### config.mk
export PLATFORM = sky130hd
export DESIGN_NAME = reg_write_arbiter
export DESIGN_NICKNAME = d
export VERILOG_FILES = /design/src/rtl/reg_write_arbiter.sv
export SDC_FILE = /design/constraint.sdc
export NUM_CORES = 1
export LEC_CHECK = 0
export BUFFER_PORTS_ARGS = -buffer_cell sky130_fd_sc_hd__buf_2
export CORE_ASPECT_RATIO = 1.5
export CORE_MARGIN = 4
export CORE_UTILIZATION = 49
export DETAILED_ROUTE_END_ITERATION = 8
export PLACE_DENSITY = 0.74
export SLEW_MARGIN = 10
export SYNTH_ARGS = -nofsm -noshare
export SYNTH_HDL_FRONTEND = slang
export SYNTH_SLANG_ARGS = --single-unit
### constraint.sdc
create_clock -name clk_i -period 4.9 [get_ports clk_i]
set_input_delay 0.735 -clock clk_i [delete_from_list [all_inputs] [get_ports clk_i]]
set_output_delay 0.735 -clock clk_i [all_outputs]
set_load 0.05 [all_outputs]
### src/rtl/reg_write_arbiter.sv
// Three-requester register-file write arbiter: one holding buffer per requester,
// round-robin grant into a registered write port, optional suppression of r0 writes.
module reg_write_arbiter #(
  parameter bit DROP_R0 = 1'b1
) (
  input  logic             clk_i,
  input  logic             rst_i,
  input  logic [2:0]       req_valid_i,
  output logic [2:0]       req_ready_o,
  input  logic [2:0][4:0]  req_addr_i,
  input  logic [2:0][31:0] req_data_i,
  output logic             RegWrite_o,
  output logic [4:0]       RDaddr_o,
  output logic [31:0]      RDdata_o,
  output logic [31:0]      pend_mask_o,
  output logic [1:0]       grant_o
);

  localparam int unsigned NREQ = 3;
  localparam int unsigned AW   = 5;
  localparam int unsigned DW   = 32;
  localparam int unsigned NREG = 32;
  localparam logic [1:0] GRANT_IDLE = 2'd3;
  localparam logic [1:0] LAST_RESET = 2'd2;

  typedef struct packed {
    logic          valid;
    logic [AW-1:0] addr;
    logic [DW-1:0] data;
  } wr_entry_t;

  wr_entry_t [NREQ-1:0] buf_q, buf_d;
  logic [1:0]           last_grant_q, last_grant_d;
  logic                 regwrite_q, regwrite_d;
  logic [AW-1:0]        rd_addr_q, rd_addr_d;
  logic [DW-1:0]        rd_data_q, rd_data_d;
  logic [1:0]           grant_q, grant_d;

  logic [NREQ-1:0]      buf_valid_c;
  logic [NREQ-1:0]      gnt_oh_c;
  logic [1:0]           gnt_idx_c;
  logic                 gnt_any_c;
  logic [AW-1:0]        gnt_addr_c;
  logic [DW-1:0]        gnt_data_c;
  logic                 gnt_drop_c;
  logic [NREG-1:0]      pend_mask_c;

  always_comb begin
    for (int unsigned i = 0; i < NREQ; i++) begin
      buf_valid_c[i] = buf_q[i].valid;
    end
  end

  // Round-robin: first occupied buffer after last_grant, wrapping; depends on registers only.
  always_comb begin
    gnt_idx_c = GRANT_IDLE;
    case (last_grant_q)
      2'd0: begin
        if      (buf_valid_c[1]) gnt_idx_c = 2'd1;
        else if (buf_valid_c[2]) gnt_idx_c = 2'd2;
        else if (buf_valid_c[0]) gnt_idx_c = 2'd0;
      end
      2'd1: begin
        if      (buf_valid_c[2]) gnt_idx_c = 2'd2;
        else if (buf_valid_c[0]) gnt_idx_c = 2'd0;
        else if (buf_valid_c[1]) gnt_idx_c = 2'd1;
      end
      default: begin
        if      (buf_valid_c[0]) gnt_idx_c = 2'd0;
        else if (buf_valid_c[1]) gnt_idx_c = 2'd1;
        else if (buf_valid_c[2]) gnt_idx_c = 2'd2;
      end
    endcase
    gnt_any_c = (gnt_idx_c != GRANT_IDLE);
    for (int unsigned i = 0; i < NREQ; i++) begin
      gnt_oh_c[i] = (gnt_idx_c == 2'(i));
    end
  end

  always_comb begin
    gnt_addr_c = '0;
    gnt_data_c = '0;
    for (int unsigned i = 0; i < NREQ; i++) begin
      if (gnt_oh_c[i]) begin
        gnt_addr_c = buf_q[i].addr;
        gnt_data_c = buf_q[i].data;
      end
    end
    gnt_drop_c = DROP_R0 && (gnt_addr_c == '0);
  end

  // A granted buffer frees its slot in the same cycle, allowing a refill at the edge.
  assign req_ready_o = ~buf_valid_c | gnt_oh_c;

  always_comb begin
    buf_d = buf_q;
    for (int unsigned i = 0; i < NREQ; i++) begin
      if (gnt_oh_c[i]) begin
        buf_d[i].valid = 1'b0;
      end
      if (req_valid_i[i] && req_ready_o[i]) begin
        buf_d[i].valid = 1'b1;
        buf_d[i].addr  = req_addr_i[i];
        buf_d[i].data  = req_data_i[i];
      end
    end
  end

  // Dropped r0 writes still consume the slot and advance the round-robin pointer.
  always_comb begin
    regwrite_d   = 1'b0;
    grant_d      = GRANT_IDLE;
    rd_addr_d    = rd_addr_q;
    rd_data_d    = rd_data_q;
    last_grant_d = last_grant_q;
    if (gnt_any_c) begin
      last_grant_d = gnt_idx_c;
      if (!gnt_drop_c) begin
        regwrite_d = 1'b1;
        grant_d    = gnt_idx_c;
        rd_addr_d  = gnt_addr_c;
        rd_data_d  = gnt_data_c;
      end
    end
  end

  always_comb begin
    pend_mask_c = '0;
    for (int unsigned i = 0; i < NREQ; i++) begin
      if (buf_q[i].valid) begin
        pend_mask_c = pend_mask_c | (NREG'(1) << buf_q[i].addr);
      end
    end
    if (regwrite_q) begin
      pend_mask_c = pend_mask_c | (NREG'(1) << rd_addr_q);
    end
  end

  always_ff @(posedge clk_i or negedge rst_i) begin
    if (!rst_i) begin
      buf_q        <= '0;
      last_grant_q <= LAST_RESET;
      regwrite_q   <= 1'b0;
      rd_addr_q    <= '0;
      rd_data_q    <= '0;
      grant_q      <= GRANT_IDLE;
    end else begin
      buf_q        <= buf_d;
      last_grant_q <= last_grant_d;
      regwrite_q   <= regwrite_d;
      rd_addr_q    <= rd_addr_d;
      rd_data_q    <= rd_data_d;
      grant_q      <= grant_d;
    end
  end

  assign RegWrite_o  = regwrite_q;
  assign RDaddr_o    = rd_addr_q;
  assign RDdata_o    = rd_data_q;
  assign grant_o     = grant_q;
  assign pend_mask_o = pend_mask_c;

endmodule
==> impl_metrics.toml <==
[outcome]
status = "finished clean"

[grt]
grt_pass1_vias = 6581
track_usage_pct = 25.8
grt_max_degree = 75
gr-total-overflow = 0
antenna_found_initial = 1
grt_pass1_wl_um = 36200

[power_and_ir_drop]
power_density_nw_per_um2 = 840
ir_drop_mv = 0.437
leakagePower_nw = 4.34

[synthesis]
synth_edf_count = 0
ys_ff_latch = 156
yosysWarnings = 0
synth_cells = 667
ys_async_sr_fraction_pct = 100
ys.flop_type = "dfrtp_1"
synth_area_um2 = 7720
ys_types = 55
syn_area_per_cell_um2 = 11.6
yosysSeqAreaShare_pct = 50.6
syn-num-nets = 783

[floorplan]
ios = 191
rows = 55
start_util_pct = 50.5
fp.dieArea_um2 = 17900
die_x_um = 110
core_area_um2 = 15300
die_h_um = 162

[detailed_routing]
wire_per_inst_um = 21.7
antenna_left = 0
vias_per_cell = 5.82
drc = 0
routed_wl_um = 22900
drt_iter0_drc = 507
num_vias = 6151
first_pass_iters = 6

[timing]
fmax_mhz = 297
tns_ns = 0
tightest_slew_ns = 1.06
timing.final.crit_share_pct = 68.7
hold_violations = 0
hold_ws_ns = 0.303
fin_ws_ns = 1.53
slew_headroom_pct = 29.3
slew_violations = 0
rsz0062_at_grt = "no"
fin_crit_ns = 3.37
skew_ns = 0.0166
setup_violations = 0

[cells_and_area]
final_net_count = 959
area_delta_synth_final_pct = 21.2
layout-drive-gt1-share_pct = 37.3
finalInstanceArea_um2 = 9360
stdcell_count = 1056
nFillCells = 1301
layout_commonest_cell = "buf_2"
final_cell_mix = "buf_2 (189), dfrtp_1 (153), mux2_2 (80)"

[placement]
hpwl_um = 16900
dp_slack_ns = 1.76
place_congestion = 1.06
place_area_um2 = 8780
placedCellCount = 1023
portBuffers = 190

[setup_path]
worstPathMaxFanout = 14
endpoint_kind = "output pin"
path_cells = "nor3b_1 -> a22oi_1 -> o311ai_0 -> buf_2"
slowest_delay_ns = 0.76
crit_buf_inv = 1
start_kind = "flop"
cp.arrival_ns = 2.63
required_ns = 4.16
slowest_stage = "nor3b_1"
cp_top_family = "simple AND/OR/NAND/NOR gates"
crit_type = "flop to output pin"

[clocking]
h-tree-depth = 4
worstSkewPairLatency_ns = 0.42
cts_buffer_depth = 2
cts_resized = 0
cts-root-buf = "clkbuf_16"
cts-buffers-inserted = 17
cts_hold_buf = 0
cts_tree = "done"
cts_setup_buffers = 0
clk_pin_slew_ns = 0.07
cts.sinks = 156

[job]
drv_cap = 0

[worst_hold_path]
min_path_type = "input port to asynchronous set/reset pin"
==> synthesized netlist by cell type, types with 7 or more instances <==
master / count / area [µm²]
a221oi_1: 7 / 61.3
nor2_1: 29 / 109
clkbuf_1: 20 / 75.1
dfrtp_1: 153 / 3830
mux2i_1: 33 / 330
buf_2: 10 / 50.1
a21o_1: 7 / 52.6
nand3_1: 16 / 80.1
o311ai_0: 7 / 61.3
nand2_1: 71 / 267
mux2_2: 80 / 901
mux2_1: 63 / 709
nor2b_1: 10 / 62.6
a21oi_1: 8 / 40.0
nor3_1: 12 / 60.1
o21ai_0: 45 / 225
a22oi_1: 13 / 97.6
nand2b_1: 13 / 81.3
==> where the power goes <==
group          leakage, nW  internal, mW  switching (mW)
logic                 2.24          1.41            2.67
registers             1.82          1.96           0.557
clock network        0.281         0.682           0.590
total                 4.34          4.05            3.81
==> final timing paths <==
check,end,start,cells past startpoint,slack (ns)
max,pend_mask_o[12],RDaddr_o[2],4,1.53
min,buf_q[19],rst_i,1,0.30
max reg2reg,RDdata_o[20],buf_q[37],8,1.77
min reg2reg,RDdata_o[19],RDdata_o[19],1,0.49
max in group asynchronous,grant_o[0],rst_i,2,3.51
min in group clk_i,RDdata_o[19],RDdata_o[19],1,0.49
==> logic make-up after synthesis <==
logic type	count (synthesis)	synth area share, %
AOI/OAI and AO/OA	118	10.6
muxes	176	25.1
and+or+nand+nor	174	10.9
buffers and inverters	43	2.79
DFF	156	50.6
==> area by class of cell <==
cell class,instances,area (µm²),share of cell area (%)
sequential,156,3910,41.7
multi-input combinational,468,3610,38.6
timing repair buffer,195,995,10.6
clock buffer,18,429,4.58
tap,199,249,2.66
clock inverter,14,149,1.59
inverter,5,18.8,0.201
antenna,1,2.50,0.0267
==> state kept, by name (all words and copies together), names as in the netlist <==
| register | flops |
|---|---|
| last_grant_q | 2 |
| buf_q | 114 |
| RDaddr_o | 5 |
| RDdata_o | 32 |
| RegWrite_o | 1 |
| grant_o | 2 |
==> stage by stage <==
step                      utilization (%)  power (mW)
final                                61.3        7.86
after detailed placement             57.5        6.62
after global routing                 61.3        8.34
after global placement               57.5        6.55
after floorplan                         -        5.53
after CTS                            61.3        7.90
==> metal layers <==
layer	track usage [%]	up-vias	wire, µm
li1	-	2781	-
met1	28.2	3004	8140
met2	45.7	293	12100
met3	6.60	73	1550
met4	14.2	0	1130
met5	0	-	0
(Power assumes the default switching activity.)
